<file path="src/rtl/clock_divider_multi.sv">
// ---------------------------------------------------------------------------
// clock_divider_multi
//
// Multi-channel, run-time programmable clock divider. Each of NUM_CH
// channels produces a 50% duty divided clock with a half-period of D enabled
// system-clock cycles, plus a one-cycle tick strobe in every cycle where its
// divided clock changes level. Divisors can be reloaded at run time; a new
// value is held in a shadow register and only takes effect at the channel's
// next period boundary, so the divided clock never shows a short glitch.
// A divisor of 0 halts the channel with its divided clock held low.
//
// Optional feature (compile-time macro CLKDIV_PHASE_SYNC_EN):
//   Adds input sync_in. A high sync_in restarts every channel from count 0
//   with its divided clock low, applying any pending divisor on the same
//   edge, so channels with equal divisors become phase-aligned.
//
// Parameters:
//   NUM_CH       number of independent channels (1..16)
//   CNT_W        width of each channel's counter and divisor
//   DEFAULT_DIV  half-period divisor loaded at reset (< 2**CNT_W)
//
// Ports:
//   clk           in   system clock, rising edge
//   reset         in   asynchronous reset, active low
//   enable        in   [NUM_CH]        per-channel count enable
//   div_load      in   [NUM_CH]        per-channel one-cycle divisor load request
//   div_value     in   [NUM_CH*CNT_W]  divisors; channel i uses [i*CNT_W +: CNT_W]
//   sync_in       in   phase-realignment strobe (CLKDIV_PHASE_SYNC_EN only)
//   dividedClk    out  [NUM_CH]        divided clock per channel (registered)
//   tick          out  [NUM_CH]        strobe in the cycle dividedClk changes
//   load_pending  out  [NUM_CH]        an accepted divisor is waiting to apply
// ---------------------------------------------------------------------------
module clock_divider_multi #(
  parameter int          NUM_CH      = 4,
  parameter int          CNT_W       = 32,
  parameter int unsigned DEFAULT_DIV = 50_000
) (
  input  logic                      clk,
  input  logic                      reset,
  input  logic [NUM_CH-1:0]         enable,
  input  logic [NUM_CH-1:0]         div_load,
  input  logic [NUM_CH*CNT_W-1:0]   div_value,
`ifdef CLKDIV_PHASE_SYNC_EN
  input  logic                      sync_in,
`endif
  output logic [NUM_CH-1:0]         dividedClk,
  output logic [NUM_CH-1:0]         tick,
  output logic [NUM_CH-1:0]         load_pending
);

  localparam logic [CNT_W-1:0] RESET_DIV = CNT_W'(DEFAULT_DIV);

  for (genvar i = 0; i < NUM_CH; i++) begin : g_ch
    logic [CNT_W-1:0] cnt_q;
    logic [CNT_W-1:0] div_q;
    logic [CNT_W-1:0] shadow_q;
    logic             pend_q;
    logic             clk_q;
    logic             tick_q;
    logic [CNT_W-1:0] load_val;
    logic [CNT_W-1:0] div_m1;
    logic             halted;
    logic             wrap;

    assign load_val = div_value[i*CNT_W +: CNT_W];

    // div_m1 is only consumed when the divisor is non-zero, so its
    // underflow at div_q == 0 never reaches the wrap decision.
    assign halted = (div_q == '0);
    assign div_m1 = div_q - CNT_W'(1);
    assign wrap   = enable[i] && !halted && (cnt_q == div_m1);

    // Per-channel counter, divided clock, tick and divisor bookkeeping.
    // Priority: reset, then phase sync (if built), then halt, then wrap,
    // then ordinary counting. A load accepted outside a wrap waits in the
    // shadow register; a load arriving on a wrap (or while halted) goes
    // straight into the active divisor.
    always_ff @(posedge clk or negedge reset) begin
      if (!reset) begin
        cnt_q    <= '0;
        div_q    <= RESET_DIV;
        shadow_q <= RESET_DIV;
        pend_q   <= 1'b0;
        clk_q    <= 1'b0;
        tick_q   <= 1'b0;
      end
`ifdef CLKDIV_PHASE_SYNC_EN
      else if (sync_in) begin
        cnt_q  <= '0;
        clk_q  <= 1'b0;
        tick_q <= 1'b0;
        if (pend_q) begin
          div_q <= shadow_q;
        end
        if (div_load[i]) begin
          shadow_q <= load_val;
          pend_q   <= 1'b1;
        end else begin
          pend_q   <= 1'b0;
        end
      end
`endif
      else if (halted) begin
        cnt_q  <= '0;
        clk_q  <= 1'b0;
        tick_q <= 1'b0;
        if (div_load[i]) begin
          div_q  <= load_val;
          pend_q <= 1'b0;
        end else if (pend_q) begin
          div_q  <= shadow_q;
          pend_q <= 1'b0;
        end
      end else if (wrap) begin
        cnt_q  <= '0;
        clk_q  <= ~clk_q;
        tick_q <= 1'b1;
        if (div_load[i]) begin
          div_q  <= load_val;
          pend_q <= 1'b0;
        end else if (pend_q) begin
          div_q  <= shadow_q;
          pend_q <= 1'b0;
        end
      end else begin
        tick_q <= 1'b0;
        if (enable[i]) begin
          cnt_q <= cnt_q + CNT_W'(1);
        end
        if (div_load[i]) begin
          shadow_q <= load_val;
          pend_q   <= 1'b1;
        end
      end
    end

    assign dividedClk[i]   = clk_q;
    assign tick[i]         = tick_q;
    assign load_pending[i] = pend_q;
  end

endmodule

</file>
<file path="config.mk">
export PLATFORM = sky130hd
export DESIGN_NAME = clock_divider_multi
export DESIGN_NICKNAME = d
export VERILOG_FILES = /design/src/rtl/clock_divider_multi.sv
export SDC_FILE = /design/constraint.sdc
export NUM_CORES = 1
export LEC_CHECK = 0
export ABC_AREA = 1
export CORE_MARGIN = 2
export CORE_UTILIZATION = 65
export DETAILED_ROUTE_END_ITERATION = 7
export PLACE_DENSITY = 0.88
export SLEW_MARGIN = 20
export SYNTH_ARGS = -nofsm -noshare
export SYNTH_HDL_FRONTEND = slang
export SYNTH_SLANG_ARGS = --single-unit
</file>
<file path="constraint.sdc">
create_clock -name clk -period 5.8 [get_ports clk]
set_input_delay 0.58 -clock clk [delete_from_list [all_inputs] [get_ports clk]]
set_output_delay 0.58 -clock clk [all_outputs]
set_load 0.05 [all_outputs]
</file>
==> out/results.tsv <==
stage	metric	value	unit
outcome	outcome	complete, no violations	
logic_synthesis	Ys Warns	0	
clocking	post-CTS sizing	0	
placement	placed inst area	28100	um^2
clocking	hold buffers post-CTS	0	
setup_path	CP Buf/Inv Count	1	
cells_and_area	multi-input logic area	14600	um^2
cells_and_area	layout cell share with drive strength beyond 1	0.0923	
sta	setup violators final	0	
placement	gpl congestion	1.00	
logic_synthesis	Post-synth EDFFs	0	
power	VDD IR-drop max	0.000269	V
grt	GR Overflow Total	0	
logic_synthesis	xor-xnor portion of the synthesized cell area	0.0772	
logic_synthesis	Synth Cell Area	26500	um^2
power	Pwr per Cell Area	426	nW/um^2
sta	setup slack after layout	1.81	ns
floorplan	Die X	206	um
clocking	H-tree levels	2	
setup_path	startpoint types	register	
logic_synthesis	Most used DFF post-synth	dfrtp_1	
drt	1st-iter DRT viols	1715	
sta	hold_ws	0.0963	ns
clocking	postcts setup bufs	0	
grt	gr usage total	0.331	
drt	total number of vias	24804	
logic_synthesis	dominant cell by count in the synthesized netlist	nand2_1	
sta	Hold Fails Final Rpt	0	
power	Pleak	0.0147	uW
setup_path	crit path DAT	4.44	ns
grt	largest net degree at the start of global routing	156	
logic_synthesis	commonest cells in the netlist	1190 x nand2_1, 544 x nor2_1, 348 x dfrtp_1	
setup_path	critical path's largest stage delay	0.74	ns
sta	Slew HR	0.353	
sta	worst-margin pin slew	0.970	ns
placement	count of input and output buffers	149	
job	Max-Cap Viols	0	
grt	first-pass GRT wire length	114	mm
setup_path	CP max-delay cell	nand2_4	
logic_synthesis	cells after synthesis	3719	
setup_path	crit-path most repeated cell	nand2_1	
sta	highest clock rate	251	MHz
logic_synthesis	post-synth top area share	0.328	
sta	RSZ-0062 raised after global routing	false	
cells_and_area	final-layout fill cell count	3226	
floorplan	row cnt	74	
floorplan	I/O pins	150	
drt	Via density	5.69	
logic_synthesis	dominant cell type by area after synthesis	dfrtp_1	
cells_and_area	n_diodes	0	
logic_synthesis	Post-Synth Simple-Gate Area	0.396	
clocking	clock root cell	clkbuf_16	
sta	setup TNS	0	ns
min_path	worst hold path type	input port to async pin	
clocking	CTS buffer count	43	
grt	vias in the first global route	23278	
floorplan	Die H	206	um
cells_and_area	final net count	3938	
setup_path	Setup crit end kind	register	
drt	Post-DRT Antenna Nets	0	
logic_synthesis	dominant cells by area after synthesis	dfrtp_1 33%, nand2_1 17%, nor2_1 7.7%	
setup_path	critical path class	register to register	
floorplan	Initial Util	0.655	
clocking	clk slew on worst S/H paths	0.06	ns
placement	dpl hpwl	49.6	mm
floorplan	Die ar.	42500	um^2
clocking	Clock Latency Late Sink	0.57	ns
logic_synthesis	Compound-Gate Fraction of Synth Area	0.0198	
sta	fin crit share	0.688	
logic_synthesis	Mapped Nets	3865	
clocking	CTS tree	built	
logic_synthesis	Yosys cell types	51	
logic_synthesis	post-synthesis adder-cell area fraction	0.00377	
logic_synthesis	syn_area_per_cell	7.14	um^2
drt	Avg WL per Cell	15.9	um
placement	pre-CTS WS	1.88	ns
sta	Final min period	3.99	ns
drt	Pre-antenna DRT Iters	5	
cells_and_area	Reg area	9970	um^2
setup_path	CP Cell Sequence	inv_2 -> ha_1 -> nand3_1 -> nor2_1 -> nand2_1 -> xor2_1 -> nand3_1 -> nor2_1 -> nand2_1 -> nor2_1 -> nand3_2 -> nand2_4 -> nand2_4 -> nand2_1 -> nand2_1	
logic_synthesis	Synth async-reset ratio	1.00	
cells_and_area	Final Instance Area	29500	um^2
setup_path	crit path max fanout	60	
drt	DRT Wirelength	69.3	mm
clocking	Max clock buf depth	3	
sta	final slew viol count	0	
setup_path	Worst EP required	6.25	ns
sta	Final Skew	0.0149	ns
logic_synthesis	post-synthesis sequential area ratio	0.376	
drt	# DRC	0	
logic_synthesis	mux contribution to synthesized area	0.0543	
cells_and_area	synthesis-to-finish area growth	11.3	%
clocking	CTS sink cnt	396	
setup_path	CP delay by family, top	simple AND/OR/NAND/NOR gates	
logic_synthesis	register bit total from synthesis	396	
floorplan	core footprint	40600	um^2
grt	initial antenna violation count	0	
logic_synthesis	combinational family with the most area after synthesis	simple AND/OR/NAND/NOR gates	
## cells in the final DEF (no fill, tap or decap), types with 41 or more instances in the layout
cell type        instances
nand2_1               1190
nor2_1                 544
dfrtp_1                348
nand3_1                291
inv_1                  288
nand4_1                192
xor2_1                 153
clkdlybuf4s50_1        144
mux2_2                 128
nor3_1                  79
xnor2_1                 63
dfstp_2                 48
clkbuf_16               45
o21ai_0                 41
## worst reg2reg max path, stage by stage (launching register included)
cell and delay [ns]:
dfrtp_1 0.40, inv_2 0.08, ha_1 0.19, nand3_1 0.19
nor2_1 0.34, nand2_1 0.16, xor2_1 0.23, nand3_1 0.10
nor2_1 0.15, nand2_1 0.09, nor2_1 0.13, nand3_2 0.43
nand2_4 0.76, nand2_4 0.38, nand2_1 0.19, nand2_1 0.07
## metrics by stage
step	power, uW	utilization	std cells
after detailed placement	9600	0.692	4279
after global placement	9510	0.692	4279
final	12600	0.728	4358
after CTS	12500	0.728	4358
after floorplan	8220	-	3719
after global routing	13600	0.728	4358
## flip-flops by register name (all words and copies together) (netlist names)
signal and count:
g_ch.clk_q 4, g_ch.cnt_q 128, g_ch.div_q 128, g_ch.pend_q 4, g_ch.shadow_q 128, g_ch.tick_q 4
## layout make-up
type	count	area share
Tap cell	532	0.0225
Multi-Input combinational cell	2881	0.496
Sequential cell	396	0.337
Clock inverter	15	0.00555
Timing Repair Buffer	170	0.0562
Clock buffer	64	0.0446
Inverter	300	0.0381
## logic make-up (layout without fill, tap and decap cells)
kind of cell	count (synthesis)	after routing
simple gates	2424	2424
fa+ha+maj	8	8
buf+inv	442	549
mux	128	128
xor+xnor	223	223
compound gates	98	98
flops	396	396
## path summary, 6_finish.rpt
check | slack [ns] | cells past startpoint | end | start
worst max-delay path | 1.81 | 15 | g_ch[3].div_q[24]$_DFFE_PN0P_ | g_ch[3].div_q[0]$_DFFE_PN0P_
worst min-delay path | 0.1 | 1 | g_ch[0].shadow_q[3]$_DFFE_PN0P_ | reset
worst max register to register | 1.81 | 15 | g_ch[3].div_q[24]$_DFFE_PN0P_ | g_ch[3].div_q[0]$_DFFE_PN0P_
worst min register to register | 0.46 | 2 | g_ch[0].shadow_q[6]$_DFFE_PN1P_ | g_ch[0].shadow_q[6]$_DFFE_PN1P_
max in group asynchronous | 4.38 | 2 | g_ch[1].cnt_q[4]$_DFFE_PN0P_ | reset
min in group clk | 0.46 | 2 | g_ch[0].shadow_q[6]$_DFFE_PN1P_ | g_ch[0].shadow_q[6]$_DFFE_PN1P_
## power breakdown
part           switching [uW]  total (uW)  internal, uW  leakage [uW]
clock                    1140        2850          1710      0.000724
sequential                706        4030          3320       0.00503
combinational            3650        5690          2040       0.00894
## per-layer routing
metal  share of wire  wire length [um]  vias to the layer above  GRT usage
li1                -                 -                    12125          -
met1            0.43             29900                    11647      0.449
met2            0.47             32900                      877      0.546
met3           0.062              4270                      155     0.0408
met4           0.032              2240                        0      0.121
met5               0                 0                        -          0
No activity file was read; power rests on OpenSTA's default activity.
